File: config.mk
export PLATFORM = sky130hd
export DESIGN_NAME = traffic_sched_flat
export DESIGN_NICKNAME = d
export VERILOG_FILES = /design/src/rtl/traffic_pkg.sv /design/src/rtl/traffic_sched_if.sv /design/src/rtl/traffic_cfg_regs.sv /design/src/rtl/traffic_sched.sv /design/src/flat_wrapper.sv
export SDC_FILE = /design/constraint.sdc
export NUM_CORES = 1
export LEC_CHECK = 0
export CAP_MARGIN = 0
export CELL_PAD_IN_SITES_DETAIL_PLACEMENT = 0
export CELL_PAD_IN_SITES_GLOBAL_PLACEMENT = 1
export CORE_MARGIN = 8
export CORE_UTILIZATION = 50
export DETAILED_ROUTE_END_ITERATION = 10
export PLACE_DENSITY = 0.84
export SKIP_CTS_REPAIR_TIMING = 1
export SLEW_MARGIN = 10
export SYNTH_ARGS = -nofsm -noshare
export SYNTH_HDL_FRONTEND = slang
export SYNTH_HIERARCHICAL = 1
export SYNTH_SLANG_ARGS = --single-unit
File: constraint.sdc
create_clock -name clk -period 10.5 [get_ports clk]
set_clock_uncertainty 0.15 [all_clocks]
set_input_delay 1.575 -clock clk [delete_from_list [all_inputs] [get_ports clk]]
set_output_delay 1.575 -clock clk [all_outputs]
set_load 0.005 [all_outputs]
File: src/rtl/traffic_pkg.sv
// Shared encodings for the two-direction traffic scheduler: lamps, phases,
// default phase durations and the duration register address map.
package traffic_pkg;

   localparam logic [3:0] LAMP_RED  = 4'b0001;
   localparam logic [3:0] LAMP_YEL  = 4'b0010;
   localparam logic [3:0] LAMP_GRN  = 4'b0100;
   localparam logic [3:0] LAMP_LEFT = 4'b1000;

   typedef enum logic [3:0] {
      ST_IDLE = 4'd0,
      ST_AG   = 4'd1,
      ST_AY1  = 4'd2,
      ST_AL   = 4'd3,
      ST_AY2  = 4'd4,
      ST_ACLR = 4'd5,
      ST_BG   = 4'd6,
      ST_BY1  = 4'd7,
      ST_BL   = 4'd8,
      ST_BY2  = 4'd9,
      ST_BCLR = 4'd10,
      ST_EMG  = 4'd11
   } state_e;

   localparam logic [2:0] ADDR_AG  = 3'd0;
   localparam logic [2:0] ADDR_AL  = 3'd1;
   localparam logic [2:0] ADDR_BG  = 3'd2;
   localparam logic [2:0] ADDR_BL  = 3'd3;
   localparam logic [2:0] ADDR_Y   = 3'd4;
   localparam logic [2:0] ADDR_CLR = 3'd5;

   localparam logic [7:0] DEF_AG  = 8'd40;
   localparam logic [7:0] DEF_AL  = 8'd20;
   localparam logic [7:0] DEF_BG  = 8'd25;
   localparam logic [7:0] DEF_BL  = 8'd10;
   localparam logic [7:0] DEF_Y   = 8'd5;
   localparam logic [7:0] DEF_CLR = 8'd2;

   typedef struct packed {
      logic [7:0] ag;
      logic [7:0] al;
      logic [7:0] bg;
      logic [7:0] bl;
      logic [7:0] y;
      logic [7:0] clr;
   } dur_t;

endpackage

File: src/rtl/traffic_sched_if.sv
// Control, configuration and lamp/count signals of the traffic scheduler.
interface traffic_sched_if;
   import traffic_pkg::*;

   logic       tick;
   logic       en;
   logic       hold;
   logic       emg;
   logic       cfg_we;
   logic [2:0] cfg_addr;
   logic [7:0] cfg_data;
   logic [3:0] lampa;
   logic [3:0] lampb;
   logic [7:0] acount;
   logic [7:0] bcount;
   logic [3:0] phase;

   modport master (
      output tick, en, hold, emg, cfg_we, cfg_addr, cfg_data,
      input  lampa, lampb, acount, bcount, phase
   );

   modport slave (
      input  tick, en, hold, emg, cfg_we, cfg_addr, cfg_data,
      output lampa, lampb, acount, bcount, phase
   );
endinterface

File: src/rtl/traffic_cfg_regs.sv
// Phase duration register file; zero writes are clamped to 1 except for the
// LEFT durations, where zero means "skip the LEFT phase".
module traffic_cfg_regs
   import traffic_pkg::*;
(
   input  logic       clk,
   input  logic       rst_n,
   input  logic       we_i,
   input  logic [2:0] addr_i,
   input  logic [7:0] data_i,
   output dur_t       dur_o,
   output logic       skip_al_o,
   output logic       skip_bl_o
);

   dur_t       dur_q, dur_d;
   logic [7:0] data_clamped;

   always_comb begin
      data_clamped = (data_i == 8'd0) ? 8'd1 : data_i;
      dur_d        = dur_q;
      if (we_i) begin
         case (addr_i)
            ADDR_AG:  dur_d.ag  = data_clamped;
            ADDR_AL:  dur_d.al  = data_i;
            ADDR_BG:  dur_d.bg  = data_clamped;
            ADDR_BL:  dur_d.bl  = data_i;
            ADDR_Y:   dur_d.y   = data_clamped;
            ADDR_CLR: dur_d.clr = data_clamped;
            default:  dur_d     = dur_q;
         endcase
      end
   end

   always_ff @(posedge clk or negedge rst_n) begin
      if (!rst_n) begin
         dur_q <= '{ag: DEF_AG, al: DEF_AL, bg: DEF_BG, bl: DEF_BL, y: DEF_Y, clr: DEF_CLR};
      end else begin
         dur_q <= dur_d;
      end
   end

   assign dur_o     = dur_q;
   assign skip_al_o = (dur_q.al == 8'd0);
   assign skip_bl_o = (dur_q.bl == 8'd0);

endmodule

File: src/rtl/traffic_sched.sv
// Two-direction traffic light phase sequencer with emergency preemption,
// hold, and per-direction countdowns to the next lamp change.
module traffic_sched
   import traffic_pkg::*;
(
   input  logic           clk,
   input  logic           rst_n,
   traffic_sched_if.slave bus
);

   dur_t        dur;
   logic        skip_al, skip_bl;
   state_e      state_q, state_d, nxt_s;
   logic [7:0]  remain_q, remain_d;
   logic [3:0]  lampa_q, lampb_q;
   logic        run_tick, phase_end;
   logic [10:0] a_sum, b_sum, a_tail, b_tail, rem_w;

   traffic_cfg_regs u_cfg (
      .clk       (clk),
      .rst_n     (rst_n),
      .we_i      (bus.cfg_we),
      .addr_i    (bus.cfg_addr),
      .data_i    (bus.cfg_data),
      .dur_o     (dur),
      .skip_al_o (skip_al),
      .skip_bl_o (skip_bl)
   );

   function automatic state_e next_phase(state_e s, logic sk_al, logic sk_bl);
      case (s)
         ST_AG:   return ST_AY1;
         ST_AY1:  return sk_al ? ST_ACLR : ST_AL;
         ST_AL:   return ST_AY2;
         ST_AY2:  return ST_ACLR;
         ST_ACLR: return ST_BG;
         ST_BG:   return ST_BY1;
         ST_BY1:  return sk_bl ? ST_BCLR : ST_BL;
         ST_BL:   return ST_BY2;
         ST_BY2:  return ST_BCLR;
         ST_BCLR: return ST_AG;
         default: return ST_IDLE;
      endcase
   endfunction

   function automatic logic [7:0] phase_len(state_e s, dur_t d);
      case (s)
         ST_AG:                          return d.ag;
         ST_AL:                          return d.al;
         ST_BG:                          return d.bg;
         ST_BL:                          return d.bl;
         ST_AY1, ST_AY2, ST_BY1, ST_BY2: return d.y;
         ST_ACLR, ST_BCLR:               return d.clr;
         default:                        return 8'd0;
      endcase
   endfunction

   function automatic logic [3:0] lamp_of(state_e s, logic dir_b);
      if (s == (dir_b ? ST_BG : ST_AG)) return LAMP_GRN;
      if (s == (dir_b ? ST_BL : ST_AL)) return LAMP_LEFT;
      if (s == (dir_b ? ST_BY1 : ST_AY1) || s == (dir_b ? ST_BY2 : ST_AY2)) return LAMP_YEL;
      return LAMP_RED;
   endfunction

   function automatic logic [7:0] sat8(logic [10:0] v);
      return (v > 11'd255) ? 8'd255 : v[7:0];
   endfunction

   // Emergency overrides hold so preemption always makes progress.
   assign run_tick  = bus.tick && !(bus.hold && !bus.emg);
   assign phase_end = run_tick && (remain_q <= 8'd1);
   assign nxt_s     = next_phase(state_q, skip_al, skip_bl);

   always_comb begin
      state_d  = state_q;
      remain_d = remain_q;
      if (!bus.en) begin
         state_d  = ST_IDLE;
         remain_d = '0;
      end else begin
         case (state_q)
            ST_IDLE: begin
               state_d  = ST_AG;
               remain_d = dur.ag;
            end
            ST_EMG: begin
               if (!bus.emg) begin
                  state_d  = ST_ACLR;
                  remain_d = dur.clr;
               end
            end
            default: begin
               if (bus.emg && (state_q inside {ST_AG, ST_AL, ST_BG, ST_BL})) begin
                  state_d  = nxt_s;
                  remain_d = dur.y;
               end else if (phase_end) begin
                  if (bus.emg) begin
                     state_d  = ST_EMG;
                     remain_d = '0;
                  end else begin
                     state_d  = nxt_s;
                     remain_d = phase_len(nxt_s, dur);
                  end
               end else if (run_tick) begin
                  remain_d = remain_q - 8'd1;
               end
            end
         endcase
      end
   end

   always_ff @(posedge clk or negedge rst_n) begin
      if (!rst_n) begin
         state_q  <= ST_IDLE;
         remain_q <= '0;
         lampa_q  <= LAMP_RED;
         lampb_q  <= LAMP_RED;
      end else begin
         state_q  <= state_d;
         remain_q <= remain_d;
         lampa_q  <= lamp_of(state_d, 1'b0);
         lampb_q  <= lamp_of(state_d, 1'b1);
      end
   end

   // Red direction waits for the rest of the other direction's sequence.
   always_comb begin
      rem_w  = 11'(remain_q);
      a_tail = skip_al ? 11'd0 : (11'(dur.al) + 11'(dur.y));
      b_tail = skip_bl ? 11'd0 : (11'(dur.bl) + 11'(dur.y));
      a_sum  = '0;
      b_sum  = '0;
      case (state_q)
         ST_AG:   begin a_sum = rem_w; b_sum = rem_w + 11'(dur.y) + a_tail + 11'(dur.clr); end
         ST_AY1:  begin a_sum = rem_w; b_sum = rem_w + a_tail + 11'(dur.clr); end
         ST_AL:   begin a_sum = rem_w; b_sum = rem_w + 11'(dur.y) + 11'(dur.clr); end
         ST_AY2:  begin a_sum = rem_w; b_sum = rem_w + 11'(dur.clr); end
         ST_ACLR: begin
            b_sum = rem_w;
            a_sum = rem_w + 11'(dur.bg) + 11'(dur.y) + b_tail + 11'(dur.clr);
         end
         ST_BG:   begin b_sum = rem_w; a_sum = rem_w + 11'(dur.y) + b_tail + 11'(dur.clr); end
         ST_BY1:  begin b_sum = rem_w; a_sum = rem_w + b_tail + 11'(dur.clr); end
         ST_BL:   begin b_sum = rem_w; a_sum = rem_w + 11'(dur.y) + 11'(dur.clr); end
         ST_BY2:  begin b_sum = rem_w; a_sum = rem_w + 11'(dur.clr); end
         ST_BCLR: begin
            a_sum = rem_w;
            b_sum = rem_w + 11'(dur.ag) + 11'(dur.y) + a_tail + 11'(dur.clr);
         end
         default: begin a_sum = '0; b_sum = '0; end
      endcase
   end

   assign bus.lampa  = lampa_q;
   assign bus.lampb  = lampb_q;
   assign bus.acount = sat8(a_sum);
   assign bus.bcount = sat8(b_sum);
   assign bus.phase  = state_q;

endmodule

File: src/flat_wrapper.sv
// flat-port wrapper written by rule: the top's interface ports become plain ports
module traffic_sched_flat import traffic_pkg::*;
  (clk, rst_n, bus_tick, bus_en, bus_hold, bus_emg, bus_cfg_we, bus_cfg_addr, bus_cfg_data, bus_lampa, bus_lampb, bus_acount, bus_bcount, bus_phase);
  traffic_sched_if bus_i ();
  input  logic clk;
  input  logic rst_n;
  input wire logic [$bits(bus_i.tick)-1:0] bus_tick;
  input wire logic [$bits(bus_i.en)-1:0] bus_en;
  input wire logic [$bits(bus_i.hold)-1:0] bus_hold;
  input wire logic [$bits(bus_i.emg)-1:0] bus_emg;
  input wire logic [$bits(bus_i.cfg_we)-1:0] bus_cfg_we;
  input wire logic [$bits(bus_i.cfg_addr)-1:0] bus_cfg_addr;
  input wire logic [$bits(bus_i.cfg_data)-1:0] bus_cfg_data;
  output wire logic [$bits(bus_i.lampa)-1:0] bus_lampa;
  output wire logic [$bits(bus_i.lampb)-1:0] bus_lampb;
  output wire logic [$bits(bus_i.acount)-1:0] bus_acount;
  output wire logic [$bits(bus_i.bcount)-1:0] bus_bcount;
  output wire logic [$bits(bus_i.phase)-1:0] bus_phase;
  assign bus_i.tick = bus_tick;
  assign bus_i.en = bus_en;
  assign bus_i.hold = bus_hold;
  assign bus_i.emg = bus_emg;
  assign bus_i.cfg_we = bus_cfg_we;
  assign bus_i.cfg_addr = bus_cfg_addr;
  assign bus_i.cfg_data = bus_cfg_data;
  assign bus_lampa = bus_i.lampa;
  assign bus_lampb = bus_i.lampb;
  assign bus_acount = bus_i.acount;
  assign bus_bcount = bus_i.bcount;
  assign bus_phase = bus_i.phase;
  traffic_sched u_core (.clk(clk), .rst_n(rst_n), .bus(bus_i));
endmodule
==> impl_metrics.py <==
metrics = {
    "critical_path": {
        "r2r_cells": 6,
        "worstPathRequired_ps": 8780,
        "timing.rr.end": "u_core/remain_q[0]",
        "startpoint_type": "flip-flop",
        "crit_start": "u_core/u_cfg/dur_o[9]",
        "cp.arrival_ps": 5730,
        "worstSetupPathType": "reg -> out",
        "cp_slowest_cell": "dfrtp_1",
        "worstPathCellList": "inv_1 > fa_1 > nor2b_1 > nor3_1 > fa_1 > fa_1 > a211oi_1 > nor2_1 > nor3_1 > o31ai_1 > a22o_1 > a2111oi_4 > nand3_1 > clkdlybuf4s50_1",
        "critPathMaxStageDelay_ps": 590,
        "reg2reg_from": "u_core/bus.phase[0]",
        "worstSetupEndpointType": "primary output",
        "rrSetupSlack_ps": 6670,
        "critPathMostFrequentCell": "fa_1",
        "crit_fanout": 8,
    },
    "logic_synthesis": {
        "synth-seq-cells": 68,
        "synth.area.mux_share_pct": 5.44,
        "synth_top_flop_cell": "dfrtp_1",
        "synth_edf_count": 0,
        "yosysWarnings": 6,
        "syn_avg_cell_area_um2": 9.08,
        "netlist_instances": 1089,
        "synth_top_family_by_area": "adder cells",
        "synth_simple_gate_area_share_pct": 15.9,
        "synth_compound_area_share_pct": 20.5,
        "async_reset_ff_share_pct": 100,
        "ys_types": 81,
        "syn-cell-area_um2": 9890,
        "yosysSeqAreaShare_pct": 17.4,
        "synth_adder_area_share_pct": 30.9,
        "synth-xor-area-share_pct": 4.43,
        "synth_fp_nets": 1298,
    },
    "global_routing": {
        "grt_pass1_wl_um": 50900,
        "grtUsageMet3_pct": 4.36,
        "grt_max_degree": 69,
        "grt_remaining_overflow": 0,
        "met1_usage_pct": 36.7,
        "grt_usage_pct": 27.1,
        "antenna_found_initial": 0,
        "grt_pass1_vias": 8723,
        "grt-busiest-layer": "met2",
        "grtUsageMet2_pct": 42.3,
    },
    "timing": {
        "setup_viol": 0,
        "rsz0062_at_grt": "no",
        "period_share_pct": 71.0,
        "relSlewSlack_pct": 24.7,
        "clock.fmax_ghz": 0.134,
        "finalSetupTns_ps": 0,
        "tightestPinTransition_ps": 1130,
        "hold_viol_final": 0,
        "final-max-slew-violation-count": 0,
        "fin_crit_ps": 7450,
    },
    "cells_and_area": {
        "drive_above_1_share_pct": 10.2,
        "fin_nets": 1347,
        "antenna_cells": 0,
        "syn_to_final_growth_pct": 12.1,
    },
    "clocking": {
        "cts_buffer_depth": 2,
        "cts-root-buf": "clkbuf_16",
        "cts_max_level": 3,
        "numClockSinks": 68,
        "cts_tree": "yes",
        "clock_latency_ps": 340,
        "clk_pin_slew_ps": 60,
        "cts-buffers-inserted": 9,
    },
    "place": {
        "dpl.hpwl_um": 25400,
        "routabilityCongestion": 0.941,
        "io_buffers": 45,
    },
    "floorplanning": {
        "fp.dieH_um": 157,
        "initial_core_util_pct": 50.8,
        "num_rows": 51,
        "dieWidth_um": 157,
        "coreArea_um2": 19500,
        "die_area_um2": 24500,
        "io_pins": 46,
    },
    "route": {
        "routed_via_density": 6.19,
        "antenna_left": 0,
        "vias": 8709,
        "drc": 0,
        "drtIter0Drc": 954,
        "routedWlPerCell_um": 23.1,
        "totalWireLength_um": 32600,
        "dr.pass1.iters": 6,
    },
    "hold_path": {
        "holdCritStartpoint": "u_core/u_cfg/dur_o[7]",
        "whs_path_depth": 1,
        "hold_path.class": "reg -> reg",
        "min_to": "u_core/u_cfg/dur_o[7]",
    },
    "outcome": {
        "outcome": "completed",
    },
    "job": {
        "cap_violations": 0,
    },
}
## worst max-delay path by stage
| stage | end | slack (ps) | depth (start not counted) |
|---|---|---|---|
| finish | bus_acount[4] | 3050 | 14 |
| global route | bus_acount[4] | 2480 | 19 |
| CTS | bus_acount[4] | 3050 | 19 |
| detailed placement | bus_acount[4] | 3420 | 19 |
| global placement | bus_acount[6] | 3490 | 20 |
| floorplan | bus_bcount[7] | 4580 | 14 |
## logic make-up after synthesis
logic type	after synthesis
multiplexers	48
adder cells (fa/ha/maj)	191
AND/OR/NAND/NOR	304
XOR/XNOR	50
AO/OA/AOI/OAI	285
flip-flops	68
buffers and inverters	143
## sequential cells by signal (all words and copies together), names as in the netlist
signal / cells
u_core/bus.lampa: 4
u_core/remain_q: 8
u_core/bus.lampb: 4
u_core/bus.phase: 4
u_core/u_cfg/dur_o: 48
## through the flow
stage / util, % / hold slack [ps] / area [µm²] / setup WS [ps] / instances
floorplan: - / 345 / 9890 / 4580 / 1089
finish: 57.0 / 368 / 11100 / 3050 / 1408
detailed placement: 55.1 / 363 / 10700 / 3420 / 1392
CTS: 57.0 / 376 / 11100 / 3050 / 1408
global placement: 55.1 / 346 / 10700 / 3490 / 1392
global route: 57.0 / 409 / 11100 / 2480 / 1408
## cell usage in the layout, fill, tap and decap left out, types with 6 or more instances in the layout
master,Yosys,routed
nand2b_1,19,19
xnor2_1,30,30
nor4_1,7,6
and3_1,7,7
dfstp_2,14,14
nor3_1,31,31
xor2_1,20,20
nand2_1,74,74
a222oi_1,17,17
buf_4,0,20
clkbuf_16,0,9
a22oi_1,13,13
fa_1,89,89
o21bai_1,6,6
clkdlybuf4s50_1,0,44
nand3_1,18,18
ha_1,102,102
a21o_1,22,22
o31ai_1,6,6
o21a_1,15,15
a21oi_1,60,60
nor2_1,76,76
inv_1,114,114
mux2_2,46,46
o22ai_1,8,8
a211oi_1,19,19
a31oi_1,8,8
nand4_1,10,10
o21ai_0,50,50
nor2b_1,21,21
a221oi_1,12,12
dfrtp_1,54,54
## per-layer routing
layer  vias up  wire (µm)
li1       4040          -
met5         -          0
met2       399      14500
met1      4205      14100
met3        65       2710
met4         0       1290
## area by class of cell
type / count / area (µm²)
clock buffers: 9 / 225
clock inverters: 7 / 146
fillers: 1746 / 8370
inverters: 116 / 435
multi-input cells: 878 / 7640
flip-flops and latches: 68 / 1720
well taps: 265 / 332
repair buffers: 65 / 596
## worst max-delay path, delay by kind of cell (launching register included)
family | cells | cell delay [ps]
flops | 1 | 590
simple gates | 5 | 1210
compound gates | 4 | 1270
buf+inv | 2 | 760
fa+ha+maj | 3 | 1580
## cell usage after synthesis (all sizes together), types with 15 or more instances
cell type | n | share of area (%)
inv | 116 | 4.4
ha | 102 | 13
fa | 89 | 18
nor2 | 76 | 2.9
nand2 | 75 | 2.9
a21oi | 61 | 3.1
dfrtp | 54 | 14
o21ai | 52 | 2.6
mux2 | 46 | 5.2
nor3 | 31 | 1.6
xnor2 | 30 | 2.7
a21o | 22 | 1.7
nor2b | 21 | 1.3
a211oi | 20 | 1.6
xor2 | 20 | 1.8
clkbuf | 19 | 0.73
nand2b | 19 | 1.2
nand3 | 18 | 0.91
a222oi | 17 | 1.7
o21a | 15 | 1.1
Power is not shown: default switching activity piles up to over one toggle a cycle in this logic, so the estimate is an artifact.
==> edit: new RTL, same flow settings <==
Make the reset (`rst_n`) synchronous in 2 clocked blocks.
--- a/src/rtl/traffic_cfg_regs.sv
+++ b/src/rtl/traffic_cfg_regs.sv
@@ -34,3 +34,3 @@
 
-   always_ff @(posedge clk or negedge rst_n) begin
+   always_ff @(posedge clk) begin
       if (!rst_n) begin
--- a/src/rtl/traffic_sched.sv
+++ b/src/rtl/traffic_sched.sv
@@ -111,3 +111,3 @@
 
-   always_ff @(posedge clk or negedge rst_n) begin
+   always_ff @(posedge clk) begin
       if (!rst_n) begin
Check against the original RTL: not equivalent (Yosys sat finds a counterexample within 4 cycles, from zero or initial values and one cycle with rst_n low; the reset may be asserted at any time).
==> edit against the original RTL <==
- sequential cell count unchanged
- setup slack got worse by 0.61 ns
- design area increased by 1.3%
- via count increased by 14%
- critical path depth increased by 4
- count of clock-buffer cells in the layout unchanged
- routed wire length increased by 14%
- area after synthesis increased by 3.6%
- final cell count increased by 10%
- first-iteration DRC count increased by 8.7%
Power is left out: it rests on default switching activity, and per cell area and clock period it moved more than threefold.
==> edit: results (changes against the original RTL) <==
| Metric | Value |
|---|---|
| Routed met2 length | 16000 um (+10%) |
| CP Launch Point | u_core/u_cfg/dur_o[9] |
| Cell Area, Placed | 10900 um2 (+2.0%) |
| Overall Global Routing Usage | 28.3% (+1.2 points) |
| R2R setup slack | 6.23 ns (-0.44 ns) |
| Synth Area in XOR/XNOR | 3.85% (-0.58 points) |
| Synth top cells by count | nand2_1, inv_1, ha_1, fa_1, nor2_1 |
| R2r startpoint | u_core/remain_q[1] |
| Bufs w/o clock | 62 (-4.6%) |
| GR Util met1 | 38.5% (+1.8 points) |
| Post-Synthesis Cells | 1252 (+15%) |
| Adder-cell share of the synthesized area | 29.8% (-1.1 points) |
| R2R Path End | u_core/remain_q[7] |
| Vias in the first global route | 9491 (+8.8%) |
| Logic inverters | 115 (-0.86%) |
| Final HPWL DP | 28300 um (+11%) |
| Area contributors post-synth | fa_1, dfxtp_1, ha_1, nand2_1, inv_1 |
| Seq/Total Area, Yosys | 13.3% (-4.1 points) |
| Non-clk buf share | 5.14% (-0.23 points) |
| Syn Nets | 1461 (+13%) |
| Layout cell share with drive strength beyond 1 | 4.21% (-6.0 points) |
| Outcome | finished clean |
| Mux share of post-synthesis cell area | 2.65% (-2.8 points) |
| Ys flop type | dfxtp_1 |
| Met3 usage | 5.07% (+0.71 points) |
| Hold WS | 0.356 ns (-0.0120 ns) |
| Min-Delay Endpoint | u_core/u_cfg/dur_o[29] |
| Worst hold start | u_core/u_cfg/dur_o[29] |
| Synthesized area | 10200 um2 (+3.6%) |
| Synth cell types | 80 (-1.2%) |
| Compound-gate portion of the synthesized area | 22.6% (+2.1 points) |
| First drt pass iteration count | 7 (+1) |
| WL met3 | 3540 um (+31%) |
| Met2 usage | 43.4% (+1.1 points) |
| Filler Cells Inserted | 1943 (+11%) |
| Comb_multi_in | 1023 (+17%) |
| Met1 Wirelength | 15900 um (+13%) |
| Critical Path AT | 6.34 ns (+0.61 ns) |
| Hold Crit Depth | 2 (+1) |
| Fraction of area in registers | 12.1% (-3.4 points) |
| Post-synth ARST share | 0% (-100 points) |
| Final non-filler cell total | 1554 (+10%) |
## edit: changes by cell type in the layout (fill, tap and decap cells not counted), sizes merged, moves of 17 or more
cell    change
mux2       -45
a21boi     +24
nand2      +66
dfrtp      -54
mux2i      +24
nor2b      +17
dfxtp      +68
## edit: worst max-delay path, cell delays in order, from the launching register on
cell and delay, ns:
dfxtp_1 0.62, inv_1 0.28, fa_1 0.49, nor2b_1 0.19, o21ai_0 0.10, nand2b_1 0.12, a21o_1 0.12, a21o_1 0.14
a211oi_1 0.08, nor3_1 0.71, fa_1 0.53, ha_1 0.21, nor4_1 0.46, o221a_2 0.27, o21ai_0 0.08, a2111oi_0 0.52
o21a_1 0.38, o211ai_1 0.20, clkdlybuf4s50_1 0.49
